$ cat config.mk
export PLATFORM = sky130hd
export DESIGN_NAME = instr_fetch_unit
export DESIGN_NICKNAME = d
export VERILOG_FILES = /design/src/rtl/instr_fetch_unit.sv
export SDC_FILE = /design/constraint.sdc
export NUM_CORES = 1
export LEC_CHECK = 0
export CORE_UTILIZATION = 48
export DETAILED_ROUTE_END_ITERATION = 10
export PLACE_DENSITY = 0.82
export REMOVE_ABC_BUFFERS = 1
export SETUP_SLACK_MARGIN = 0.02
export SLEW_MARGIN = 20
export SYNTH_ARGS = -nofsm -noshare
export SYNTH_HDL_FRONTEND = slang
export SYNTH_SLANG_ARGS = --single-unit
$ cat constraint.sdc
create_clock -name clk -period 4.1 [get_ports clk]
set_input_delay 0.82 -clock clk [delete_from_list [all_inputs] [get_ports clk]]
set_output_delay 0.82 -clock clk [all_outputs]
set_load 0.02 [all_outputs]
$ cat src/rtl/instr_fetch_unit.sv
// ---------------------------------------------------------------------------
// instr_fetch_unit
//   Fetch stage of the multi-cycle MIPS core. Owns the PC and requests one
//   instruction word per fetch over a req/ack handshake with instruction
//   memory. It holds that word for control decode and execute, and picks the
//   next PC once execute signals advance. There are no delay slots.
//
// Parameters
//   RESET_PC      PC loaded on reset
//   TIMEOUT       WAIT cycles tolerated without imem_ack (>= 1)
//
// Ports
//   clk, rst_b    core clock; synchronous active-low reset
//   imem_req      one-cycle fetch request strobe (REQ state)
//   imem_addr     fetch address (current pc), stable from req until ack
//   imem_ack      imem_rdata valid this cycle (honoured only in WAIT)
//   imem_rdata    instruction word from memory
//   inst          held instruction; opcode/func are its decode fields
//   pc            address of inst
//   inst_valid    inst/opcode/func valid for decode (VALID state)
//   advance       execute done; Jump/JumpReg/Branch/alu_zero/rs_data valid
//   Halted        decode saw an unsupported instruction
//   fetch_halted  fetch stopped; left only by reset
//   fetch_err     stop was caused by timeout or a misaligned target
// ---------------------------------------------------------------------------
module instr_fetch_unit #(
  parameter logic [31:0] RESET_PC = 32'h0000_0000,
  parameter int          TIMEOUT  = 16
) (
  input  logic        clk,
  input  logic        rst_b,
  output logic        imem_req,
  output logic [31:0] imem_addr,
  input  logic        imem_ack,
  input  logic [31:0] imem_rdata,
  output logic [31:0] inst,
  output logic [5:0]  opcode,
  output logic [5:0]  func,
  output logic [31:0] pc,
  output logic        inst_valid,
  input  logic        advance,
  input  logic        Jump,
  input  logic        JumpReg,
  input  logic        Branch,
  input  logic        alu_zero,
  input  logic [31:0] rs_data,
  input  logic        Halted,
  output logic        fetch_halted,
  output logic        fetch_err
);

  // The counter only has to reach TIMEOUT-1, so clog2(TIMEOUT) bits suffice.
  localparam int CNT_W = (TIMEOUT < 2) ? 1 : $clog2(TIMEOUT);
  localparam logic [CNT_W-1:0] CNT_LAST = CNT_W'(TIMEOUT - 1);

  typedef enum logic [1:0] {
    S_REQ   = 2'd0,
    S_WAIT  = 2'd1,
    S_VALID = 2'd2,
    S_HALT  = 2'd3
  } state_t;

  state_t            state_q, state_d;
  logic [31:0]       pc_q, pc_d;
  logic [31:0]       inst_q, inst_d;
  logic [CNT_W-1:0]  cnt_q, cnt_d;
  logic              err_q, err_d;

  logic [31:0]       pc4;
  logic [31:0]       br_off;
  logic [31:0]       next_pc;

  always_ff @(posedge clk) begin
    if (!rst_b) begin
      state_q <= S_REQ;
      pc_q    <= RESET_PC;
      inst_q  <= 32'h0;
      cnt_q   <= '0;
      err_q   <= 1'b0;
    end else begin
      state_q <= state_d;
      pc_q    <= pc_d;
      inst_q  <= inst_d;
      cnt_q   <= cnt_d;
      err_q   <= err_d;
    end
  end

  // Next-PC selection; Jump with JumpReg is JR and takes priority over both
  // the pseudo-direct jump and a taken branch. All adds wrap mod 2^32.
  always_comb begin
    pc4    = pc_q + 32'd4;
    br_off = {{14{inst_q[15]}}, inst_q[15:0], 2'b00};
    if (Jump && JumpReg) begin
      next_pc = rs_data;
    end else if (Jump) begin
      next_pc = {pc4[31:28], inst_q[25:0], 2'b00};
    end else if (Branch && alu_zero) begin
      next_pc = pc4 + br_off;
    end else begin
      next_pc = pc4;
    end
  end

  // Fetch FSM. The wait counter only runs in WAIT and is zero elsewhere,
  // so leaving WAIT by any path clears it. A misaligned target halts the
  // fetch with pc left pointing at the instruction that produced it.
  always_comb begin
    state_d = state_q;
    pc_d    = pc_q;
    inst_d  = inst_q;
    cnt_d   = '0;
    err_d   = err_q;
    unique case (state_q)
      S_REQ: begin
        state_d = S_WAIT;
      end
      S_WAIT: begin
        if (imem_ack) begin
          inst_d  = imem_rdata;
          state_d = S_VALID;
        end else if (cnt_q == CNT_LAST) begin
          state_d = S_HALT;
          err_d   = 1'b1;
        end else begin
          cnt_d = cnt_q + 1'b1;
        end
      end
      S_VALID: begin
        if (Halted) begin
          state_d = S_HALT;
        end else if (advance) begin
          if (next_pc[1:0] != 2'b00) begin
            state_d = S_HALT;
            err_d   = 1'b1;
          end else begin
            pc_d    = next_pc;
            state_d = S_REQ;
          end
        end
      end
      S_HALT: begin
        state_d = S_HALT;
      end
      default: begin
        state_d = S_HALT;
      end
    endcase
  end

  // imem_req is gated by rst_b so no strobe is seen while reset is held,
  // even though the state register already sits in REQ.
  assign imem_req     = (state_q == S_REQ) && rst_b;
  assign imem_addr    = pc_q;
  assign inst         = inst_q;
  assign opcode       = inst_q[31:26];
  assign func         = inst_q[5:0];
  assign pc           = pc_q;
  assign inst_valid   = (state_q == S_VALID);
  assign fetch_halted = (state_q == S_HALT);
  assign fetch_err    = err_q;

endmodule

# After elaboration in Yosys (flattened, before gate mapping)
# Cells that the tools add are included.
word_totals:
  register_bits: 71
  inputBits: 73
  out_inout_bits: 112
  wordCells: 49
classes:
  n_addsub: 3
  n_eq_ne: 11
  muxes: 15
  bitwise_logic: 4
  reduce_logical: 11
ops:
  columns: ["op", "count"]
  rows:
  - ["$mux 32", 3]
  - ["$add 32x3->32 const B", 1]
  - ["$add 32x32->32", 1]
  - ["$mux 2", 5]
  - ["$pmux 2 s4", 1]
  - ["$ne 2x2->1 const B", 3]
  - ["$reduce_and 6->1", 1]
  - ["$mux 1", 5]
  - ["$add 4x1->4 const B", 1]
  - ["$eq 2x2->1 const B", 2]
  - ["$eq 4x4->1 const B", 1]
  - ["$ne 2x1->1 const B", 2]
  - ["$not 1->1", 4]
  - ["$reduce_and 2->1", 2]
  - ["$reduce_and 4->1", 1]
  - ["$reduce_bool 2->1", 2]
  - ["$reduce_or 4->1", 1]
  - ["$logic_and 1x1->1", 3]
  - ["$ne 3x1->1 const B", 1]
  - ["$ne 3x3->1 const B", 1]
  - ["$eq 2x1->1 const B", 1]
  - ["$logic_not 2->1", 1]
  - ["$pmux 1 s2", 1]

# Longest topological paths before layout
# Gate-level depths: netlist of the first run.
logic_depth:
  ltp_word: 10
  mapped_depth: 15
  ltp_nobuf: 15

# Worst setup path after synthesis of the first run
# OpenSTA, ideal clock, no wires.
synth_path:
  path_kind: "register to register"
  startpoint: "reg pc_q[4] (netlist: imem_addr[4])"
  endpoint: "reg pc_q[29] (netlist: imem_addr[29])"
  setup_time_ns: 0.130
  arrival_time_ns: 3.411
  required_time_ns: 3.970
  path_slack_ns: 0.558
  stages_incl_launch_ff: 14
  path_buffers: 0
  synth_period_minus_slack_ns: 3.542
  path_cell_list: "dfxtp_1 > nand4_1 > nor3_1 > nand2_1 > xnor2_1 > ha_1 > nand2_1 > o21ai_0 > a2111oi_0 > a31oi_1 > or4_1 > a31oi_1 > xor2_1 > o22ai_1"
synth_via:
  elab_chain_cells: 5
synth_lines:
  columns: ["element", "line", "text"]
  rows:
  - ["start, declared", "64", "logic [31:0] pc_q, pc_d;"]
  - ["start signal, assigned", "82", "pc_q <= pc_d;"]
  - ["$add 32x3->32 (*)", "92", "pc4 = pc_q + 32'd4;"]
  - ["$add 32x32->32", "99", "next_pc = pc4 + br_off;"]
  - ["$mux 32", "98", "end else if (Branch && alu_zero) begin"]
  - ["$mux 32 (*)", "96", "end else if (Jump) begin"]
  - ["$mux 32 (*)", "94", "if (Jump && JumpReg) begin"]
# Every way passes the cells marked *; elsewhere a longest branch is shown, timed or not.
# A chain may end at the register's enable or synchronous reset.

# Worst setup path after layout of the first run
layout_path:
  startpoint: "reg pc_q[3] (netlist: imem_addr[3])"
  endpoint: "reg pc_q[26] (netlist: imem_addr[26])"
layout_via:
  elab_chain_cells: 5
layout_lines:
  columns: ["element", "line"]
  rows:
  - ["$add 32x3->32 (*)", "92"]
  - ["$add 32x32->32", "99"]
  - ["$mux 32 (*)", "98"]
  - ["$mux 32 (*)", "96"]
  - ["$mux 32 (*)", "94"]
# Marked as above.

==> results of run 1 <==
[logic make-up (layout without fill, tap and decap cells)]
family                     Yosys count  in the layout  synth area share [%]
AOI/OAI and AO/OA                  225            225                 24.04
xor gates and xnor gates            51             51                 7.641
adders and majority gates           39             39                 8.476
buffers and inverters               94            235                 8.883
DFF                                 71             71                 24.32
muxes                               26             26                 4.495
and+or+nand+nor                    280            280                 22.15
[area by class of cell]
class / count / share of cell area (%)
sequential: 71 / 18.09
inverter: 14 / 0.6687
clock buffer: 10 / 3.041
multi-input combinational: 621 / 50.07
clock inverter: 5 / 0.4458
tap: 143 / 2.277
timing repair buffer: 206 / 25.41
[metrics by stage]
stage               util (%)  std cells
floorplan                  -        706
global placement       64.65       1053
detailed placement     64.65       1053
CTS                    67.00       1068
global route           67.39       1070
finish                 67.39       1070
[worst max-delay path: cells and delay by family, from the launching register on]
family          cells  cell delay (ns)
simple gates        3             0.52
compound gates      6             1.76
fa+ha+maj           2             0.73
xor+xnor            1             0.15
flops               1             0.48
[cells in the final DEF, fill, tap and decap left out, drive strengths merged, types with 5 or more instances in the layout]
master	count
clkdlybuf4s50	182
nand2	121
a21oi	95
dfxtp	71
nor2	56
ha	38
o21ai	33
xnor2	33
nand3	25
mux2i	24
buf	24
xor2	18
nand4	17
a211oi	15
nor3	14
inv	13
and3	11
o211ai	11
a21o	10
a31oi	10
clkbuf	10
and4	6
o21bai	6
and2	6
a22o	5
[state kept, by name (all words and copies together), names as in the netlist]
name	flops
fetch_err	1
imem_addr	32
state_q	2
inst	32
cnt_q	4
[power by group through the flow]
stage | Sequential, mW | Combinational [mW] | Clock, mW
after floorplan | 0.786 | 0.149 | 0
after global placement | 0.754 | 0.387 | 0
after detailed placement | 0.755 | 0.389 | 0
after CTS | 0.740 | 0.392 | 0.741
after global routing | 0.743 | 0.427 | 0.773
final | 0.740 | 0.395 | 0.731
[what timing repair did]
action	in CTS	in global routing
buffers inserted	0	2
resized for setup	0	6
hold endpoints to repair	0	0
endpoints found under the setup margin	0	3
[how the worst min path moves through the flow]
stage	start	end	slack [ns]	depth (start not counted)
after floorplan	cnt_q[0]$_SDFF_PP0_	cnt_q[0]$_SDFF_PP0_	0.42	1
after global placement	cnt_q[0]$_SDFF_PP0_	cnt_q[0]$_SDFF_PP0_	0.43	1
after detailed placement	cnt_q[0]$_SDFF_PP0_	cnt_q[0]$_SDFF_PP0_	0.44	1
after CTS	cnt_q[0]$_SDFF_PP0_	cnt_q[0]$_SDFF_PP0_	0.45	1
after global routing	cnt_q[0]$_SDFF_PP0_	cnt_q[0]$_SDFF_PP0_	0.46	1
final	cnt_q[0]$_SDFF_PP0_	cnt_q[0]$_SDFF_PP0_	0.45	1
[layer usage]
layer,part of all wire (%),vias up
met2,47,310
met5,0,-
li1,-,3071
met4,3.1,0
met1,42,2941
met3,7.6,50
==> flow_summary_export.csv, run 1 <==
group,metric,value,unit
logic_synthesis,ys_seq_elements,71,
sta,fmaxAchievable,263.8,MHz
sta,rsz_0062_raised_after_global_routing,"yes",
worst_setup_path,cp_max_fo,9,
finish,post-route-cell-area,7859,sq um
power_and_ir_drop,power.clock.fraction,39.2,%
logic_synthesis,area_share_of_the_largest_cell_type_after_synthesis,24.32,%
global_route,global_route.overflow_total,0,
worst_setup_path,crit_chain,"ha_1 -> nand3_1 -> xnor2_1 -> ha_1 -> a21o_1 -> a221o_1 -> a31o_1 -> a2111oi_2 -> o41ai_2 -> or3_1 -> a311oi_1 -> nor3_1",
worst_setup_path,setup.worst_path.start,"imem_addr[3]$_SDFFE_PN0P_",
worst_setup_path,worst_r2r_path_depth,12,
finish,drive_above_1_share,5.717,%
finish,finish.net_count,1035,
finish,final.fill_count,1011,
power_and_ir_drop,vdd.ir_drop.worst,0.0002264,V
logic_synthesis,netlist_top_cells_count,"sky130_fd_sc_hd__nand2_1, sky130_fd_sc_hd__a21oi_1, sky130_fd_sc_hd__dfxtp_1",
placement,place.detailed.hpwl,14080,microns
worst_setup_path,critical_path_cell_with_the_highest_stage_delay,"sky130_fd_sc_hd__dfxtp_1",
worst_setup_path,critical_path.most_common_cell,"sky130_fd_sc_hd__ha_1",
clocking,master_cell_of_the_clock_root_buffer,"sky130_fd_sc_hd__clkbuf_16",
power_and_ir_drop,p_sw,546.3,uW
logic_synthesis,ys.flop_type,"sky130_fd_sc_hd__dfxtp_1",
clocking,path_clk_slew,0.06,ns
logic_synthesis,synth_area_per_cell,7.437,sq um
status,status,"completed",
logic_synthesis,post_synth_num_cell_types,62,
sta,layout_worst_path_cycle_share,92.45,%
floorplanning,fp-row-count,39,
global_route,met1_use_gr,37.72,%
worst_setup_path,crit_path_max_incr_delay,0.48,ns
worst_setup_path,crit_path_start_kind,"flop",
sta,setup_clock_skew_after_layout,0.005346,ns
logic_synthesis,yosysTopAreaCell,"sky130_fd_sc_hd__dfxtp_1",
floorplanning,ioPinCount,185,
logic_synthesis,post_synth_main_area_contributors,"sky130_fd_sc_hd__dfxtp_1, sky130_fd_sc_hd__a21oi_1, sky130_fd_sc_hd__ha_1, sky130_fd_sc_hd__nand2_1, sky130_fd_sc_hd__buf_4",
sta,min_tclk_post_route,3.790,ns
worst_setup_path,cp_data_arrival_time,3.99,ns
global_route,grt_usage,30.74,%
clocking,clock_tree.htree_level_count,3,
finish,area_taken_by_multi_input_logic_gates,3935,sq um
clocking,ctsHoldBuffers,0,
global_route,grt_start_max_net_pins,51,
power_and_ir_drop,seq_power_share,39.7,%
hold_path,timing.hold.worst.class,"flop to flop",
logic_synthesis,yosysMostFrequentCell,"sky130_fd_sc_hd__nand2_1",
worst_setup_path,worst_r2r_endpoint,"imem_addr[26]$_SDFFE_PN0P_",
finish,diode_count,0,
global_route,global_route.usage.met2,51.47,%
power_and_ir_drop,p_sw_share,29.28,%
job,max_cap_viol_count,0,
sta,timing.max_slew.rel_slack,33.37,%
sta,final_critical_path_setup_slack,0.3096,ns
sta,totalNegativeSetupSlack,0,ns
finish,flow.area_growth_from_synthesis,34.44,%
power_and_ir_drop,power.density,237.4,nW/um^2
worst_setup_path,setup.worst_path.class,"flop to flop",
power_and_ir_drop,power.static_leakage,3.090,nW
route,detailedRoute.firstPassIterationCount,5,
route,finalWirelength,19110,microns
worst_setup_path,timing.critical_path.to,"imem_addr[26]$_SDFFE_PN0P_",
placement,portBuffers,184,
floorplanning,start_util,50.12,%
worst_setup_path,reg2reg_slack,0.31,ns
global_route,first_pass_grt_wire_length,30780,microns
route,routed-via-count,6372,
sta,hold_viol,0,
clocking,tritoncts_clock_tree,"built",
route,routed_wire_per_std_cell,17.86,microns
route,remaining_drc_errors,0,
sta,finalSetupViolCount,0,
logic_synthesis,synth-seq-area-share,24.32,%
global_route,via_count_of_the_first_global_routing_pass,6181,
floorplanning,fp.dieW,112.4,microns
sta,whs,0.4487,ns
worst_setup_path,worstPathRequired,4.30,ns
logic_synthesis,async_flop_share,0,%
clocking,worstSkewPairLatency,0.35,ns
power_and_ir_drop,totalPowerFinal,1.866,mW
route,drt_iter0_drc,446,
logic_synthesis,synth_edf_count,0,
floorplanning,die_area,12620,sq um
logic_synthesis,post_synth_instance_area,5846,sq um
global_route,busiest_layer,"met2",
power_and_ir_drop,internal-power,1.320,mW
logic_synthesis,ys_warn_count,0,
placement,gpl.final_weighted_congestion,0.9399,
floorplanning,die-height,112.4,microns
floorplanning,core_outline_area,11660,sq um
global_route,antenna_found_initial,0,
global_route,grt_util_met3,7.451,%
sta,timing_worst_slew_pin_value,0.9958,ns
sta,timing_max_transition_violations_final,0,
worst_setup_path,rr_startpoint,"imem_addr[3]$_SDFFE_PN0P_",
route,drt-vias-per-instance,5.955,
clocking,maximum_clock_insertion_buffer_count,2,
clocking,cts_buffers,9,
logic_synthesis,netlist_instances,786,
clocking,clock_sinks,71,
placement,dpl_cell_area,7540,sq um
power_and_ir_drop,combinationalPowerShare,21.2,%
placement,place_worst_setup_slack,0.2244,ns
route,drt.antenna.violating_nets,0,
worst_setup_path,worstSetupEndpointType,"flop",
finish,seq_area,1421,sq um
No activity file was read; power rests on OpenSTA's default activity.
==> run 2, diff against run 1 <==
--- a/config.mk
+++ b/config.mk
@@ -7,7 +7,7 @@
 export LEC_CHECK = 0
 export CORE_UTILIZATION = 48
 export DETAILED_ROUTE_END_ITERATION = 10
-export PLACE_DENSITY = 0.82
+export PLACE_DENSITY_LB_ADDON = 0.15
 export REMOVE_ABC_BUFFERS = 1
 export SETUP_SLACK_MARGIN = 0.02
 export SLEW_MARGIN = 20
==> run 2 against run 1 <==
  * First-iteration DRC count decreased by 29%
  * Flip-flop and latch count stayed put
  * Die area did not move
  * Cell area shrank 0.37%
==> flow_summary_export.csv, run 2 (synthesized netlist as in run 1, its figures left out) <==
group,metric,value,unit
status,status,"completed",
global_route,via_count_of_the_first_global_routing_pass,6280,
job,max_cap_viol_count,0,
power_and_ir_drop,power.density,247.2,nW/um^2
sta,timing_worst_slew_pin_value,0.9808,ns
route,detailedRoute.firstPassIterationCount,7,
finish,mostFrequentLayoutCell,"sky130_fd_sc_hd__clkdlybuf4s50_1",
floorplanning,die-height,112.4,microns
power_and_ir_drop,vdd.ir_drop.worst,0.0002297,V
finish,drive_above_1_share,4.870,%
route,drt.antenna.violating_nets,0,
power_and_ir_drop,totalPowerFinal,1.935,mW
finish,diode_count,0,
worst_setup_path,worstPathRequired,4.31,ns
sta,finalSetupViolCount,0,
clocking,maximum_clock_insertion_buffer_count,2,
global_route,grt_start_max_net_pins,51,
sta,min_tclk_post_route,3.867,ns
route,drt_iter0_drc,318,
clocking,cts_buffers,9,
finish,mostFrequentLayoutCells,"sky130_fd_sc_hd__clkdlybuf4s50_1, sky130_fd_sc_hd__nand2_1, sky130_fd_sc_hd__a21oi_1",
finish,utilization,67.14,%
worst_setup_path,cp_max_fo,8,
worst_setup_path,setup.worst_path.class,"flop to flop",
placement,dpl_cell_area,7525,sq um
placement,place.detailed.hpwl,14840,microns
route,routed-via-count,6375,
clocking,clock_tree.htree_level_count,3,
sta,fmaxAchievable,258.6,MHz
sta,hold_viol,0,
finish,post-route-cell-area,7830,sq um
floorplanning,fp.dieW,112.4,microns
global_route,first_pass_grt_wire_length,31690,microns
global_route,global_route.overflow_total,0,
route,routed_wire_per_std_cell,18.61,microns
placement,gpl.final_weighted_congestion,0.9754,
clocking,master_cell_of_the_clock_root_buffer,"sky130_fd_sc_hd__clkbuf_16",
sta,totalNegativeSetupSlack,0,ns
global_route,antenna_found_initial,0,
clocking,ctsHoldBuffers,0,
sta,rsz_0062_raised_after_global_routing,"no",
placement,portBuffers,184,
floorplanning,die_area,12620,sq um
worst_setup_path,crit_path_start_kind,"flop",
sta,setup_clock_skew_after_layout,0.006953,ns
clocking,clock_sinks,71,
floorplanning,core_outline_area,11660,sq um
worst_setup_path,worstSetupEndpointType,"flop",
sta,layout_worst_path_cycle_share,94.32,%
clocking,post-cts-setup-buffer-count,0,
hold_path,holdPathStages,1,
floorplanning,fp-row-count,39,
sta,timing.max_slew.rel_slack,34.37,%
route,remaining_drc_errors,0,
floorplanning,ioPinCount,185,
route,finalWirelength,19860,microns
clocking,path_clk_slew,0.06,ns
global_route,grt_usage,32.00,%
finish,flow.area_growth_from_synthesis,33.95,%
sta,timing_max_transition_violations_final,0,
hold_path,timing.hold.worst.class,"flop to flop",
route,drt-vias-per-instance,5.975,
power_and_ir_drop,power.static_leakage,3.076,nW
finish,finish.net_count,1031,
clocking,worstSkewPairLatency,0.35,ns
clocking,tritoncts_clock_tree,"built",
floorplanning,start_util,50.12,%
worst_setup_path,cp_data_arrival_time,4.08,ns
worst_setup_path,worst_r2r_path_depth,13,
## run 2: layout make-up
cell class / instances / area, sq um
Multi-Input combinational cell: 621 / 3913
Fill cell: 1028 / 3832
Timing Repair Buffer: 202 / 1967
Sequential cell: 71 / 1421
Clock buffer: 10 / 229.0
Tap cell: 143 / 178.9
Clock inverter: 6 / 68.82
Inverter: 14 / 52.55
## run 2: worst paths after layout
path	from	to	slack, ns
worst min register to register	cnt_q[0]$_SDFF_PP0_	cnt_q[0]$_SDFF_PP0_	0.46
worst min-delay path	cnt_q[0]$_SDFF_PP0_	cnt_q[0]$_SDFF_PP0_	0.46
worst max-delay path	imem_addr[5]$_SDFFE_PN0P_	imem_addr[29]$_SDFFE_PN0P_	0.23
worst max register to register	imem_addr[5]$_SDFFE_PN0P_	imem_addr[29]$_SDFFE_PN0P_	0.23
## run 2: worst max-delay path, cell delays in order (launching register included)
cell	delay [ns]
sky130_fd_sc_hd__dfxtp_1	0.46
sky130_fd_sc_hd__nand4_1	0.24
sky130_fd_sc_hd__nor2_4	0.23
sky130_fd_sc_hd__nand2_1	0.13
sky130_fd_sc_hd__xnor2_1	0.24
sky130_fd_sc_hd__ha_1	0.32
sky130_fd_sc_hd__a21oi_1	0.26
sky130_fd_sc_hd__o21ai_0	0.18
sky130_fd_sc_hd__a2111oi_0	0.37
sky130_fd_sc_hd__a31oi_1	0.27
sky130_fd_sc_hd__or4_1	0.56
sky130_fd_sc_hd__a31oi_1	0.22
sky130_fd_sc_hd__xor2_1	0.16
sky130_fd_sc_hd__o22ai_1	0.09
## run 2: report_power, final
part	leakage, nW	switching [mW]	total [mW]	internal, mW
combinational	2.36	0.209	0.394	0.186
sequential	0.576	0.0284	0.740	0.712
clock	0.143	0.325	0.801	0.475
## run 2: per-layer routing
| layer | up-vias | track usage (%) | part of all wire (%) |
|---|---|---|---|
| met5 | - | 0 | 0 |
| met4 | 0 | 16.44 | 3.3 |
| met3 | 46 | 6.156 | 5.7 |
| met2 | 228 | 55.90 | 48 |
| met1 | 3028 | 37.29 | 43 |
| li1 | 3073 | - | - |
## run 2: per-stage QoR
step	hold WS [ns]	setup slack, ns	instances
2_1_floorplan	0.4175	0.3910	706
3_3_place_gp	0.4334	0.3245	1051
3_5_place_dp	0.4520	0.1662	1051
4_1_cts	0.4610	0.1704	1067
5_1_grt	0.4839	0.02894	1067
6_report	0.4584	0.2329	1067
## run 2: timing repair
action / CTS / global route
gates resized for setup: 0 / 2
endpoints found under the hold margin: 0 / 0
setup endpoints to repair: 0 / 1
==> run 3, diff against run 2 <==
--- a/config.mk
+++ b/config.mk
@@ -5,8 +5,10 @@
 export SDC_FILE = /design/constraint.sdc
 export NUM_CORES = 1
 export LEC_CHECK = 0
-export CORE_UTILIZATION = 48
+export CAP_MARGIN = 20
+export CORE_UTILIZATION = 52
 export DETAILED_ROUTE_END_ITERATION = 10
+export HOLD_SLACK_MARGIN = 0.03
 export PLACE_DENSITY_LB_ADDON = 0.15
 export REMOVE_ABC_BUFFERS = 1
 export SETUP_SLACK_MARGIN = 0.02
==> constraint.sdc (replaced) <==
create_clock -name clk -period 5 [get_ports clk]
set_input_delay 1 -clock clk [delete_from_list [all_inputs] [get_ports clk]]
set_output_delay 1 -clock clk [all_outputs]
set_load 0.02 [all_outputs]
==> run 3 against run 2 <==
  * Non-clock buffer count is 5 lower
  * Sequential power fell by 18%
  * Sequential share of layout area up 0.34 points
  * Flip-flop and latch count stayed put
  * First-iteration DRC count increased by 44%
  * Final cell count down 0.75%
  * Clock power fell by 37%
  * Cell area fell by 1.8%
  * Total power shrank 26%
  * Fmax is 3.4% lower
  * Count of clock-buffer cells in the layout fell by 1
  * Critical endpoint unchanged
  * Largest power group is now sequential cells
  * Highest routed layer unchanged
==> flow_summary_export.csv, run 3 (synthesized netlist as in run 1, its figures left out) <==
group,metric,value,unit
status,status,"completed",
clocking,tritoncts_clock_tree,"built",
route,drt_iter0_drc,459,
sta,timing_max_transition_violations_final,0,
sta,whs,0.4723,ns
worst_setup_path,worst-path-buf-inv,0,
worst_setup_path,setup.worst_path.class,"flop to flop",
hold_path,hold_worst_path_end,"cnt_q[0]$_SDFF_PP0_",
worst_setup_path,cp_data_arrival_time,4.26,ns
power_and_ir_drop,p_sw_share,32.57,%
worst_setup_path,critical-path-top-delay-family,"compound AO/OA/AOI/OAI gates",
global_route,antenna_found_initial,0,
global_route,via_count_of_the_first_global_routing_pass,6465,
clocking,post_cts_resized,0,
route,routed_wire_per_std_cell,19.68,microns
global_route,first_pass_grt_wire_length,32760,microns
finish,mostFrequentLayoutCells,"sky130_fd_sc_hd__clkdlybuf4s50_1, sky130_fd_sc_hd__nand2_1, sky130_fd_sc_hd__a21oi_1",
hold_path,timing.hold.worst.class,"flop to flop",
sta,layout_worst_path_cycle_share,80.08,%
clocking,path_clk_slew,0.09,ns
worst_setup_path,crit_path_max_incr_delay,0.57,ns
route,finalWirelength,20840,microns
worst_setup_path,worstSetupEndpointType,"flop",
power_and_ir_drop,p_sw,468.6,uW
worst_setup_path,crit_chain,"nand4_1 -> nor2_1 -> nand2_1 -> xnor2_1 -> ha_1 -> a21oi_1 -> o21ai_0 -> a2111oi_0 -> a31oi_1 -> or4_1 -> a31oi_1 -> xor2_1 -> o22ai_1",
worst_setup_path,reg2reg_slack,1.0,ns
floorplanning,die-height,108.0,microns
clocking,post-cts-setup-buffer-count,0,
placement,place.detailed.hpwl,15010,microns
power_and_ir_drop,seq_power_share,42.1,%
clocking,maximum_clock_insertion_buffer_count,2,
clocking,cts_buffers,9,
placement,place_worst_setup_slack,1.126,ns
sta,min_tclk_post_route,4.004,ns
sta,totalNegativeSetupSlack,0,ns
finish,mostFrequentLayoutCell,"sky130_fd_sc_hd__clkdlybuf4s50_1",
finish,flow.area_growth_from_synthesis,31.49,%
floorplanning,core_outline_area,10890,sq um
hold_path,hp-start,"cnt_q[0]$_SDFF_PP0_",
placement,portBuffers,184,
clocking,ctsHoldBuffers,0,
route,met2_length,10420,microns
placement,gpl.final_weighted_congestion,0.9761,
worst_setup_path,rr_startpoint,"imem_addr[8]$_SDFFE_PN0P_",
floorplanning,fp-row-count,38,
worst_setup_path,cp_max_fo,7,
placement,dpl_cell_area,7483,sq um
worst_setup_path,crit_path_start_kind,"flop",
clocking,clock_sinks,71,
job,max_cap_viol_count,0,
clocking,master_cell_of_the_clock_root_buffer,"sky130_fd_sc_hd__clkbuf_8",
sta,timing.max_slew.rel_slack,33.65,%
power_and_ir_drop,power.static_leakage,3.009,nW
worst_setup_path,worst_r2r_path_depth,13,
sta,setup_clock_skew_after_layout,0.01303,ns
power_and_ir_drop,totalPowerFinal,1.439,mW
floorplanning,fp.dieW,108.0,microns
worst_setup_path,worstPathRequired,5.26,ns
route,met1_length,8328,microns
finish,finish.net_count,1026,
route,routed-via-count,6517,
sta,rsz_0062_raised_after_global_routing,"no",
route,remaining_drc_errors,0,
route,detailedRoute.firstPassIterationCount,6,
global_route,grt_start_max_net_pins,51,
sta,fmaxAchievable,249.7,MHz
sta,final_critical_path_setup_slack,0.9959,ns
floorplanning,start_util,53.69,%
worst_setup_path,critical_path.most_common_cell,"sky130_fd_sc_hd__a31oi_1",
worst_setup_path,worst_r2r_endpoint,"imem_addr[29]$_SDFFE_PN0P_",
power_and_ir_drop,internal-power,970.3,uW
power_and_ir_drop,power.clock.fraction,35.2,%
global_route,grt_usage,36.46,%
finish,post-route-cell-area,7686,sq um
global_route,global_route.overflow_total,0,
clocking,worstSkewPairLatency,0.39,ns
route,dr_wl_met3,1435,microns
finish,diode_count,0,
sta,timing_worst_slew_pin_value,0.9915,ns
clocking,clock_tree.htree_level_count,3,
sta,finalSetupViolCount,0,
route,highest-signal-layer,"met4",
power_and_ir_drop,combinationalPowerShare,22.7,%
power_and_ir_drop,vdd.ir_drop.worst,0.0001788,V
power_and_ir_drop,power.density,187.2,nW/um^2
floorplanning,ioPinCount,185,
route,drt-vias-per-instance,6.154,
route,drt.antenna.violating_nets,0,
hold_path,holdPathStages,1,
worst_setup_path,critical_path_cell_with_the_highest_stage_delay,"sky130_fd_sc_hd__or4_1",
floorplanning,die_area,11670,sq um
finish,drive_above_1_share,4.353,%
sta,hold_viol,0,
run 3: cell count changes in the layout (fill, tap and decap cells not counted), sizes merged:
cell      change
clkinv        +2
clkbuf        -2
buf           -4
clkinvlp      -1
run 3: worst max-delay path by stage:
stage / startpoint / endpoint / slack (ns) / depth (start not counted)
floorplan: imem_addr[4]$_SDFFE_PN0P_ / imem_addr[29]$_SDFFE_PN0P_ / 1.29 / 13
detailed placement: imem_addr[2]$_SDFFE_PN0P_ / imem_addr[28]$_SDFFE_PN0P_ / 1.13 / 12
finish: imem_addr[8]$_SDFFE_PN0P_ / imem_addr[29]$_SDFFE_PN0P_ / 1.0 / 13
CTS: imem_addr[8]$_SDFFE_PN0P_ / imem_addr[29]$_SDFFE_PN0P_ / 1.08 / 13
global route: imem_addr[8]$_SDFFE_PN0P_ / imem_addr[29]$_SDFFE_PN0P_ / 0.66 / 13
global placement: imem_addr[2]$_SDFFE_PN0P_ / imem_addr[29]$_SDFFE_PN0P_ / 1.16 / 12
run 3: per-stage QoR:
step / util (%) / instances
after global routing: 70.59 / 1059
after CTS: 70.59 / 1059
after global placement: 68.73 / 1043
after detailed placement: 68.73 / 1043
after floorplan: - / 706
final: 70.59 / 1059
run 3: power groups by stage:
stage	logic (mW)	clock network (mW)	registers, mW
finish	0.326	0.506	0.606
global route	0.348	0.526	0.609
CTS	0.323	0.509	0.605
detailed placement	0.321	0	0.619
global placement	0.316	0	0.617
floorplan	0.122	0	0.645
run 3: layer usage:
metal,track usage (%),up-vias
met2,65.97,318
met5,0,-
met1,40.90,3087
met3,6.932,59
li1,-,3053
met4,17.12,0
run 3: layout make-up:
class,count,area [sq um]
clock buffers,9,123.9
clock inverters,7,78.83
fillers,884,3202
inverters,14,52.55
multi-input cells,621,3905
flip-flops and latches,71,1421
well taps,140,175.2
repair buffers,197,1929
run 3: worst register-to-register path, cell delays in order (launching register included):
cell and delay [ns]:
sky130_fd_sc_hd__dfxtp_1 0.49, sky130_fd_sc_hd__nand4_1 0.19, sky130_fd_sc_hd__nor2_1 0.38, sky130_fd_sc_hd__nand2_1 0.17
sky130_fd_sc_hd__xnor2_1 0.25, sky130_fd_sc_hd__ha_1 0.33, sky130_fd_sc_hd__a21oi_1 0.26, sky130_fd_sc_hd__o21ai_0 0.16
sky130_fd_sc_hd__a2111oi_0 0.37, sky130_fd_sc_hd__a31oi_1 0.27, sky130_fd_sc_hd__or4_1 0.57, sky130_fd_sc_hd__a31oi_1 0.21
sky130_fd_sc_hd__xor2_1 0.16, sky130_fd_sc_hd__o22ai_1 0.09
